--- src/rtl/pipe_reg_chain_if.sv ---
// Handshake bundle for the register chain: upstream push side and downstream pop side.
// Latency: none, wires only.
// Backpressure: in_ready / out_ready carry stall information in each direction.
interface pipe_reg_chain_if #(
    parameter int WIDTH = 8
);
    logic             in_valid;
    logic             in_ready;
    logic [WIDTH-1:0] in_data;
    logic             out_valid;
    logic             out_ready;
    logic [WIDTH-1:0] out_data;

    // Environment side: produces input words and consumes output words.
    modport master (
        output in_valid,
        output in_data,
        output out_ready,
        input  in_ready,
        input  out_valid,
        input  out_data
    );

    // Chain side.
    modport slave (
        input  in_valid,
        input  in_data,
        input  out_ready,
        output in_ready,
        output out_valid,
        output out_data
    );
endinterface

--- src/rtl/pipe_reg_chain.sv ---
// Bubble-collapsing chain of DEPTH valid/data register stages with occupancy count.
// Latency: DEPTH cycles from input acceptance to out_valid on an empty chain.
// Backpressure: combinational ready ripple; an empty stage accepts even while later stages stall.
module pipe_reg_chain #(
    parameter int               WIDTH   = 8,
    parameter int               DEPTH   = 4,
    parameter logic [WIDTH-1:0] RST_VAL = '0,
    localparam int              OCC_W   = $clog2(DEPTH + 1)
) (
    input  logic               clk,
    input  logic               reset,
    input  logic               flush,
    pipe_reg_chain_if.slave    bus,
    output logic [OCC_W-1:0]   occupancy
);

    logic [DEPTH-1:0]            v_q, v_d;
    logic [DEPTH-1:0][WIDTH-1:0] d_q, d_d;
    logic [OCC_W-1:0]            occ_q, occ_d;

    logic [DEPTH-1:0]            rdy;
    logic                        tail_full;
    logic [DEPTH-1:0]            src_v;
    logic [DEPTH-1:0][WIDTH-1:0] src_d;
    logic                        in_rdy;
    logic                        in_xfer;
    logic                        out_vld;
    logic                        out_xfer;

    // Stage ready: a stage can load when downstream pops or any stage from here to the output is empty.
    always_comb begin
        rdy       = '0;
        tail_full = 1'b1;
        for (int k = DEPTH - 1; k >= 0; k--) begin
            tail_full = tail_full & v_q[k];
            rdy[k]    = !tail_full | bus.out_ready;
        end
    end

    // Boundary handshakes; flush and reset block both transfers.
    always_comb begin
        in_rdy   = rdy[0] & !flush & !reset;
        out_vld  = v_q[DEPTH-1] & !flush;
        in_xfer  = bus.in_valid & in_rdy;
        out_xfer = out_vld & bus.out_ready;
    end

    assign bus.in_ready  = in_rdy;
    assign bus.out_valid = out_vld;
    assign bus.out_data  = d_q[DEPTH-1];
    assign occupancy     = occ_q;

    // Upstream source of each stage: stage 0 takes the accepted input, others the previous stage.
    always_comb begin
        src_v    = '0;
        src_d    = '0;
        src_v[0] = in_xfer;
        src_d[0] = bus.in_data;
        for (int k = 1; k < DEPTH; k++) begin
            src_v[k] = v_q[k-1];
            src_d[k] = d_q[k-1];
        end
    end

    // Next stage contents and occupancy; flush clears everything, otherwise ready stages advance.
    always_comb begin
        v_d   = v_q;
        d_d   = d_q;
        occ_d = occ_q;
        if (flush) begin
            v_d   = '0;
            occ_d = '0;
            for (int k = 0; k < DEPTH; k++) begin
                d_d[k] = RST_VAL;
            end
        end else begin
            for (int k = 0; k < DEPTH; k++) begin
                if (rdy[k]) begin
                    v_d[k] = src_v[k];
                    // Data only moves with a valid word; a bubble leaves the old value in place.
                    if (src_v[k]) begin
                        d_d[k] = src_d[k];
                    end
                end
            end
            case ({in_xfer, out_xfer})
                2'b10:   occ_d = occ_q + OCC_W'(1);
                2'b01:   occ_d = occ_q - OCC_W'(1);
                default: occ_d = occ_q;
            endcase
        end
    end

    // State registers with synchronous reset.
    always_ff @(posedge clk) begin
        if (reset) begin
            v_q   <= '0;
            occ_q <= '0;
            for (int k = 0; k < DEPTH; k++) begin
                d_q[k] <= RST_VAL;
            end
        end else begin
            v_q   <= v_d;
            d_q   <= d_d;
            occ_q <= occ_d;
        end
    end

endmodule

--- src/flat_wrapper.sv ---
// flat-port wrapper written by rule: the top's interface ports become plain ports
module pipe_reg_chain_flat 
#(
    parameter int               WIDTH   = 8,
    parameter int               DEPTH   = 4,
    parameter logic [WIDTH-1:0] RST_VAL = '0,
    localparam int              OCC_W   = $clog2(DEPTH + 1)
)
  (clk, reset, flush, occupancy, bus_in_valid, bus_in_data, bus_out_ready, bus_in_ready, bus_out_valid, bus_out_data);
  pipe_reg_chain_if #(.WIDTH(WIDTH)) bus_i ();
  input  logic clk;
  input  logic reset;
  input  logic flush;
  output logic [OCC_W-1:0] occupancy;
  input wire logic [$bits(bus_i.in_valid)-1:0] bus_in_valid;
  input wire logic [$bits(bus_i.in_data)-1:0] bus_in_data;
  input wire logic [$bits(bus_i.out_ready)-1:0] bus_out_ready;
  output wire logic [$bits(bus_i.in_ready)-1:0] bus_in_ready;
  output wire logic [$bits(bus_i.out_valid)-1:0] bus_out_valid;
  output wire logic [$bits(bus_i.out_data)-1:0] bus_out_data;
  assign bus_i.in_valid = bus_in_valid;
  assign bus_i.in_data = bus_in_data;
  assign bus_i.out_ready = bus_out_ready;
  assign bus_in_ready = bus_i.in_ready;
  assign bus_out_valid = bus_i.out_valid;
  assign bus_out_data = bus_i.out_data;
  pipe_reg_chain #(.WIDTH(WIDTH), .DEPTH(DEPTH), .RST_VAL(RST_VAL)) u_core (.clk(clk), .reset(reset), .flush(flush), .bus(bus_i), .occupancy(occupancy));
endmodule
--- config.mk ---
export PLATFORM = sky130hd
export DESIGN_NAME = pipe_reg_chain_flat
export DESIGN_NICKNAME = d
export VERILOG_FILES = /design/src/rtl/pipe_reg_chain_if.sv /design/src/rtl/pipe_reg_chain.sv /design/src/flat_wrapper.sv
export SDC_FILE = /design/constraint.sdc
export NUM_CORES = 1
export LEC_CHECK = 0
export CORE_AREA = 2 2 72 74
export CTS_CLUSTER_DIAMETER = 200
export DETAILED_ROUTE_END_ITERATION = 16
export DIE_AREA = 0 0 74 76
export DONT_BUFFER_PORTS = 1
export SLEW_MARGIN = 10
export SYNTH_ARGS = -nofsm -noshare
export SYNTH_HDL_FRONTEND = slang
export SYNTH_SLANG_ARGS = --single-unit
--- constraint.sdc ---
create_clock -name clk -period 2.48 [get_ports clk]
set_clock_uncertainty 0.15 [all_clocks]
set_input_delay 0.496 -clock clk [delete_from_list [all_inputs] [get_ports clk]]
set_output_delay 0.496 -clock clk [all_outputs]
set_load 0.03 [all_outputs]
Yosys cells after proc, flatten, opt, wreduce, memory -nomap -nowiden
Index checks and enable logic that the tools add are counted.
{ "word_totals": {"latchBits": 0, "ff_bits": 39, "ramBits": 0, "n_memories": 0, "mem_bits_ro": 0} }
{ "classes": {"n_div": 0, "bitwise": 12, "muxes": 1, "order_cmp": 0, "n_eq_ne": 2, "n_mul": 0, "reduce_logical": 12, "shifts": 0, "add_sub_neg": 2} }
{ "op_table": {"columns": ["op", "n"], "rows": [
  ["bitwise AND 1 bit", 8],
  ["AND reduction 2 bit", 4],
  ["zero test 1 bit", 6],
  ["case mux 3 bit (2 select lines)", 1],
  ["OR 1 bit", 4],
  ["adder 3 x 1 -> 3 bit, second input constant", 1],
  ["subtractor 3 x 1 -> 3 bit, second input constant", 1],
  ["equality test 2 x 1 -> 1 bit, second input constant", 1],
  ["equality test 2 bit, second input constant", 1],
  ["nonzero test 2 bit", 1],
  ["OR reduction 2 bit", 1]
]} }

Longest topological paths before layout
{ "logic_depth": {"word_depth": 10, "mapped_depth": 10, "depth_no_buf": 8} }

Worst setup path before layout
Ideal clock, no wire load.
{ "synth_timing": {"kind": "input -> register", "from": "in reset", "to": "reg u_core.occ_q[2] (netlist: u_core.occupancy[2])", "path_buffers": 2, "cell_stages": 10, "setup_ps": 70, "required_time_ps": 2260, "arrival_ps": 2789, "path_slack_ps": -529, "path_cell_list": "buf_6 or2_1 buf_6 a21oi_1 nand2_1 ha_1 fa_1 xnor2_1 or3_1 a21oi_1"} }
{ "synth_via": {"elab_chain_len": 5} }
{ "synth_lines": {"columns": ["element", "line", "text"], "rows": [
  ["start: declaration", "flat_wrapper.sv:12", "input logic reset;"],
  ["zero test 1 bit *", "pipe_reg_chain.sv:42", "in_rdy = rdy[0] & !flush & !reset;"],
  ["bitwise AND 1 bit *", "pipe_reg_chain.sv:42", null],
  ["net bus_in_ready", "flat_wrapper.sv:18", "output wire logic [$bits(bus_i.in_ready)-1:0] bus_in_ready;"],
  ["bitwise AND 1 bit *", "pipe_reg_chain.sv:44", "in_xfer = bus.in_valid & in_rdy;"],
  ["equality test 2 x 1 -> 1 bit or equality test 2 bit (tied branches)", "pipe_reg_chain.sv:86", "case ({in_xfer, out_xfer})"],
  ["case mux 3 bit (2 select lines) or nonzero test 2 bit (tied branches)", null, null],
  ["end signal: assignment", "pipe_reg_chain.sv:98", "occ_q <= '0;"],
  ["end signal: assignment", "pipe_reg_chain.sv:105", "occ_q <= occ_d;"],
  ["end: declaration", "pipe_reg_chain.sv:19", "logic [OCC_W-1:0] occ_q, occ_d;"]
]} }
Mark *: on every way through the listed nets, which the timed path passes. The rest lies on a longest branch.
A chain may end at the register's enable or synchronous reset.

Final worst setup path
{ "layout_timing": {"from": "reg u_core.v_q[3]", "to": "reg u_core.occ_q[2] (netlist: u_core.occupancy[2])"} }
{ "layout_via": {"elab_chain_len": 10} }
{ "layout_lines": {"columns": ["element", "line", "text"], "rows": [
  ["start: declaration", "pipe_reg_chain.sv:17", "logic [DEPTH-1:0] v_q, v_d;"],
  ["start signal: assignment", "pipe_reg_chain.sv:103", "v_q <= v_d;"],
  ["bitwise AND 1 bit (3 in series)", "pipe_reg_chain.sv:35", "tail_full = tail_full & v_q[k];"],
  ["zero test 1 bit", "pipe_reg_chain.sv:36", "rdy[k] = !tail_full | bus.out_ready;"],
  ["OR 1 bit", "pipe_reg_chain.sv:36", null],
  ["bitwise AND 1 bit (2 in series)", "pipe_reg_chain.sv:42", null],
  ["bitwise AND 1 bit", "pipe_reg_chain.sv:44", null],
  ["equality test 2 x 1 -> 1 bit or equality test 2 bit (tied branches)", "pipe_reg_chain.sv:86", null],
  ["case mux 3 bit (2 select lines) or nonzero test 2 bit (tied branches)", null, null]
]} }
Parallel ways exist; a longest one is shown, timed or not.

==> metrics <==
status=finished clean; FILL cells=506; r2r startpoint=u_core.v_q[3]; RSZ-0062 raised after global routing=no; slowest cell delay on critical path=360 ps; layout net count=203; router iterations before antenna repair=4; initial DRC count=60; post-CTS repair timing setup buffer count=0; Final Max Slew Viols=0; internal reg-to-reg setup slack=410 ps; Crit Path Class=reg -> reg; Max Fclk=482 MHz; DP Wirelength=2330 µm; vias per cell=4.96; Worst R2R End=u_core.occupancy[2]; cell area after synthesis=0.00190 mm²; Avg Cell Area, Syn=9.52 µm²; Hold Vio Cnt, Final=0; Initial Util=38.8%; Power Dens Cells=672 mW/mm²; DIE AREA=0.00562 mm²; part of the Yosys area used for sequential elements=41.0%; Die X=74 µm; synth unique cells=36; CTS max path bufs=2; Tot Pwr=1.33 mW; Clock Power Share=47.1%; # Max-Cap Violations=0; CP arrival=2150 ps; CP required=2560 ps; Rows=26; DR WL/cell=12.8 µm; CTS Root Cell=clkbuf_8; share of cells above drive strength 1=14.3%; crit path from=u_core.v_q[3]; GR Overflow Total=0; Lkg Pwr=0.595 nW; Mapped Nets=215; core area=0.00491 mm²; drt drc=0; gpl congestion=0.689; Total Routing Usage GR=12.8%; IR drop worst, VDD=203 µV; PortBufs=0; Endpoint, Worst Hold=u_core.v_q[0]; synthesis-to-layout area growth=4.07%; largest net degree at the start of global routing=37; worst-path cell chain=and4b_4 > a21oi_4 > nand2_1 > ha_2 > fa_2 > xnor2_1 > or3_1 > a21oi_1; first-pass GRT wire length=5600 µm; post-route ant nets=0; Crit-path slowest cell=fa_2; Reg power frac=48.4%; initial antenna violation count=0; register bit total from synthesis=39; Power Internal=1.06 mW; total CTS buffers=5; Worst setup EP type=flip-flop; ANT cells=0; Mapped Cells=200; Hold/Removal Path Class=in -> reg; PostCTS Resize Cnt=0; H-tree depth=2; R2R cell count=8; Hold-fix buffers, CTS=0; # setup viols final=0; Post-Route WL=3330 µm; register clock-pin slew on the reported worst setup and hold paths=70 ps; crit path launch type=flip-flop; Switching Share=20.2%; Slew HR=61.5%; hold path start=bus_in_valid; Net Switching=0.269 mW; Synth Warn #=0; vias in the first global route=1173; vias=1284; CTS tree=done; delay-heaviest family, CP=simple AND/OR/NAND/NOR gates; Hold Path Stages=2; Util after Layout=40.3%; Die Ht=76 µm; CP max FO=4; CP bufs+invs=0; Final period util=83.6%; clock latency at the later pin of the worst-skew pair=290 ps; Least-Margin Pin Slew=574 ps; Sink Count=39; Logic pwr share=4.5%; Top Ports=26; post-route minimum period=2070 ps
==> stage by stage <==
step	worst slack, ps	cell area, µm²	std cells	hold slack [ps]	setup TNS (ps)
final	407	1980	259	162	0
after CTS	397	1980	259	153	0
after global routing	313	1980	259	150	0
after floorplan	-95.1	1920	200	285	-95.1
after detailed placement	213	1850	251	299	0
after global placement	235	1850	251	295	0
==> placed cells by master (no fill, tap or decap), types with 2 or more instances in the layout <==
cell type / Yosys / layout
buf_4: 9 / 7
a41oi_1: 8 / 8
o21ai_0: 9 / 9
a21oi_1: 12 / 11
o211ai_1: 8 / 8
clkbuf_8: 1 / 5
nor2_1: 5 / 5
dfxtp_1: 39 / 39
nor4b_1: 8 / 8
nand2_1: 25 / 25
nand3_1: 16 / 16
mux2i_1: 17 / 17
nand4_1: 8 / 8
nor2b_1: 2 / 2
bufinv_16: 0 / 2
==> power by group through the flow <==
stage / Combinational, mW / Sequential [mW] / Clock (mW)
floorplan: 0.0686 / 0.657 / 0
global placement: 0.0600 / 0.659 / 0
detailed placement: 0.0601 / 0.659 / 0
CTS: 0.0603 / 0.644 / 0.647
global route: 0.0661 / 0.645 / 0.680
finish: 0.0597 / 0.644 / 0.628
==> worst max path at each step <==
| stage | endpoint | slack (ps) | cells after the start |
|---|---|---|---|
| 2_1_floorplan | u_core.occupancy[2] | -100 | 10 |
| 3_3_place_gp | u_core.occupancy[2] | 240 | 8 |
| 3_5_place_dp | u_core.occupancy[2] | 210 | 8 |
| 4_1_cts | u_core.occupancy[2] | 400 | 8 |
| 5_1_grt | u_core.occupancy[2] | 310 | 8 |
| 6_report | u_core.occupancy[2] | 410 | 8 |
==> registers in the layout, summed over array words and instances, names as in the netlist <==
name,flops
u_core.bus.out_data,8
u_core.v_q,4
u_core.occupancy,3
u_core.d_q,24
==> routing by layer <==
layer	global-route usage [%]	vias to the layer above	wire length (µm)
met5	0	-	0
met4	5.45	0	65
met1	17.0	565	1640
met3	5.69	7	193
li1	-	686	-
met2	17.7	26	1420
==> cell usage after synthesis, drive strengths merged <==
cell | number | area (µm²)
clkinv | 1 | 3.75
or2 | 1 | 6.26
o211ai | 8 | 60.1
o21ai | 9 | 45.0
a21oi | 13 | 68.8
nor4b | 8 | 70.1
and4b | 1 | 13.8
nor2b | 2 | 12.5
nand4 | 8 | 50.1
fa | 1 | 20.0
inv | 1 | 3.75
a41oi | 8 | 70.1
clkbuf | 4 | 30.0
nand2 | 25 | 93.8
or3 | 1 | 6.26
and2 | 1 | 7.51
buf | 23 | 205
a21boi | 1 | 11.3
ha | 1 | 12.5
dfxtp | 39 | 781
nor2 | 8 | 56.3
nand3 | 16 | 80.1
xor2 | 1 | 8.76
or2b | 1 | 8.76
mux2i | 17 | 170
xnor2 | 1 | 8.76
==> worst register-to-register path: stages, from the launching register on <==
cell and delay, ps:
dfxtp_1 340, and4b_4 210, a21oi_4 140, nand2_1 60
ha_2 190, fa_2 360, xnor2_1 130, or3_1 300
a21oi_1 120
==> cell type report <==
type	count	area, µm²	area share (%)
multi-input combinational	132	897	45.3
sequential	39	781	39.4
tap	70	87.6	4.42
timing repair buffer	8	72.6	3.66
clock buffer	5	68.8	3.47
clock inverter	3	67.6	3.41
inverter	2	7.51	0.379
==> cells by family after synthesis <==
family / Yosys count / synth area share, %
and+or+nand+nor: 72 / 21.3
AOI/OAI and AO/OA: 39 / 13.4
DFF: 39 / 41.0
buffers and inverters: 29 / 12.7
muxes: 17 / 8.94
xor gates and xnor gates: 2 / 0.920
adders and majority gates: 2 / 1.71
(Power assumes the default switching activity.)
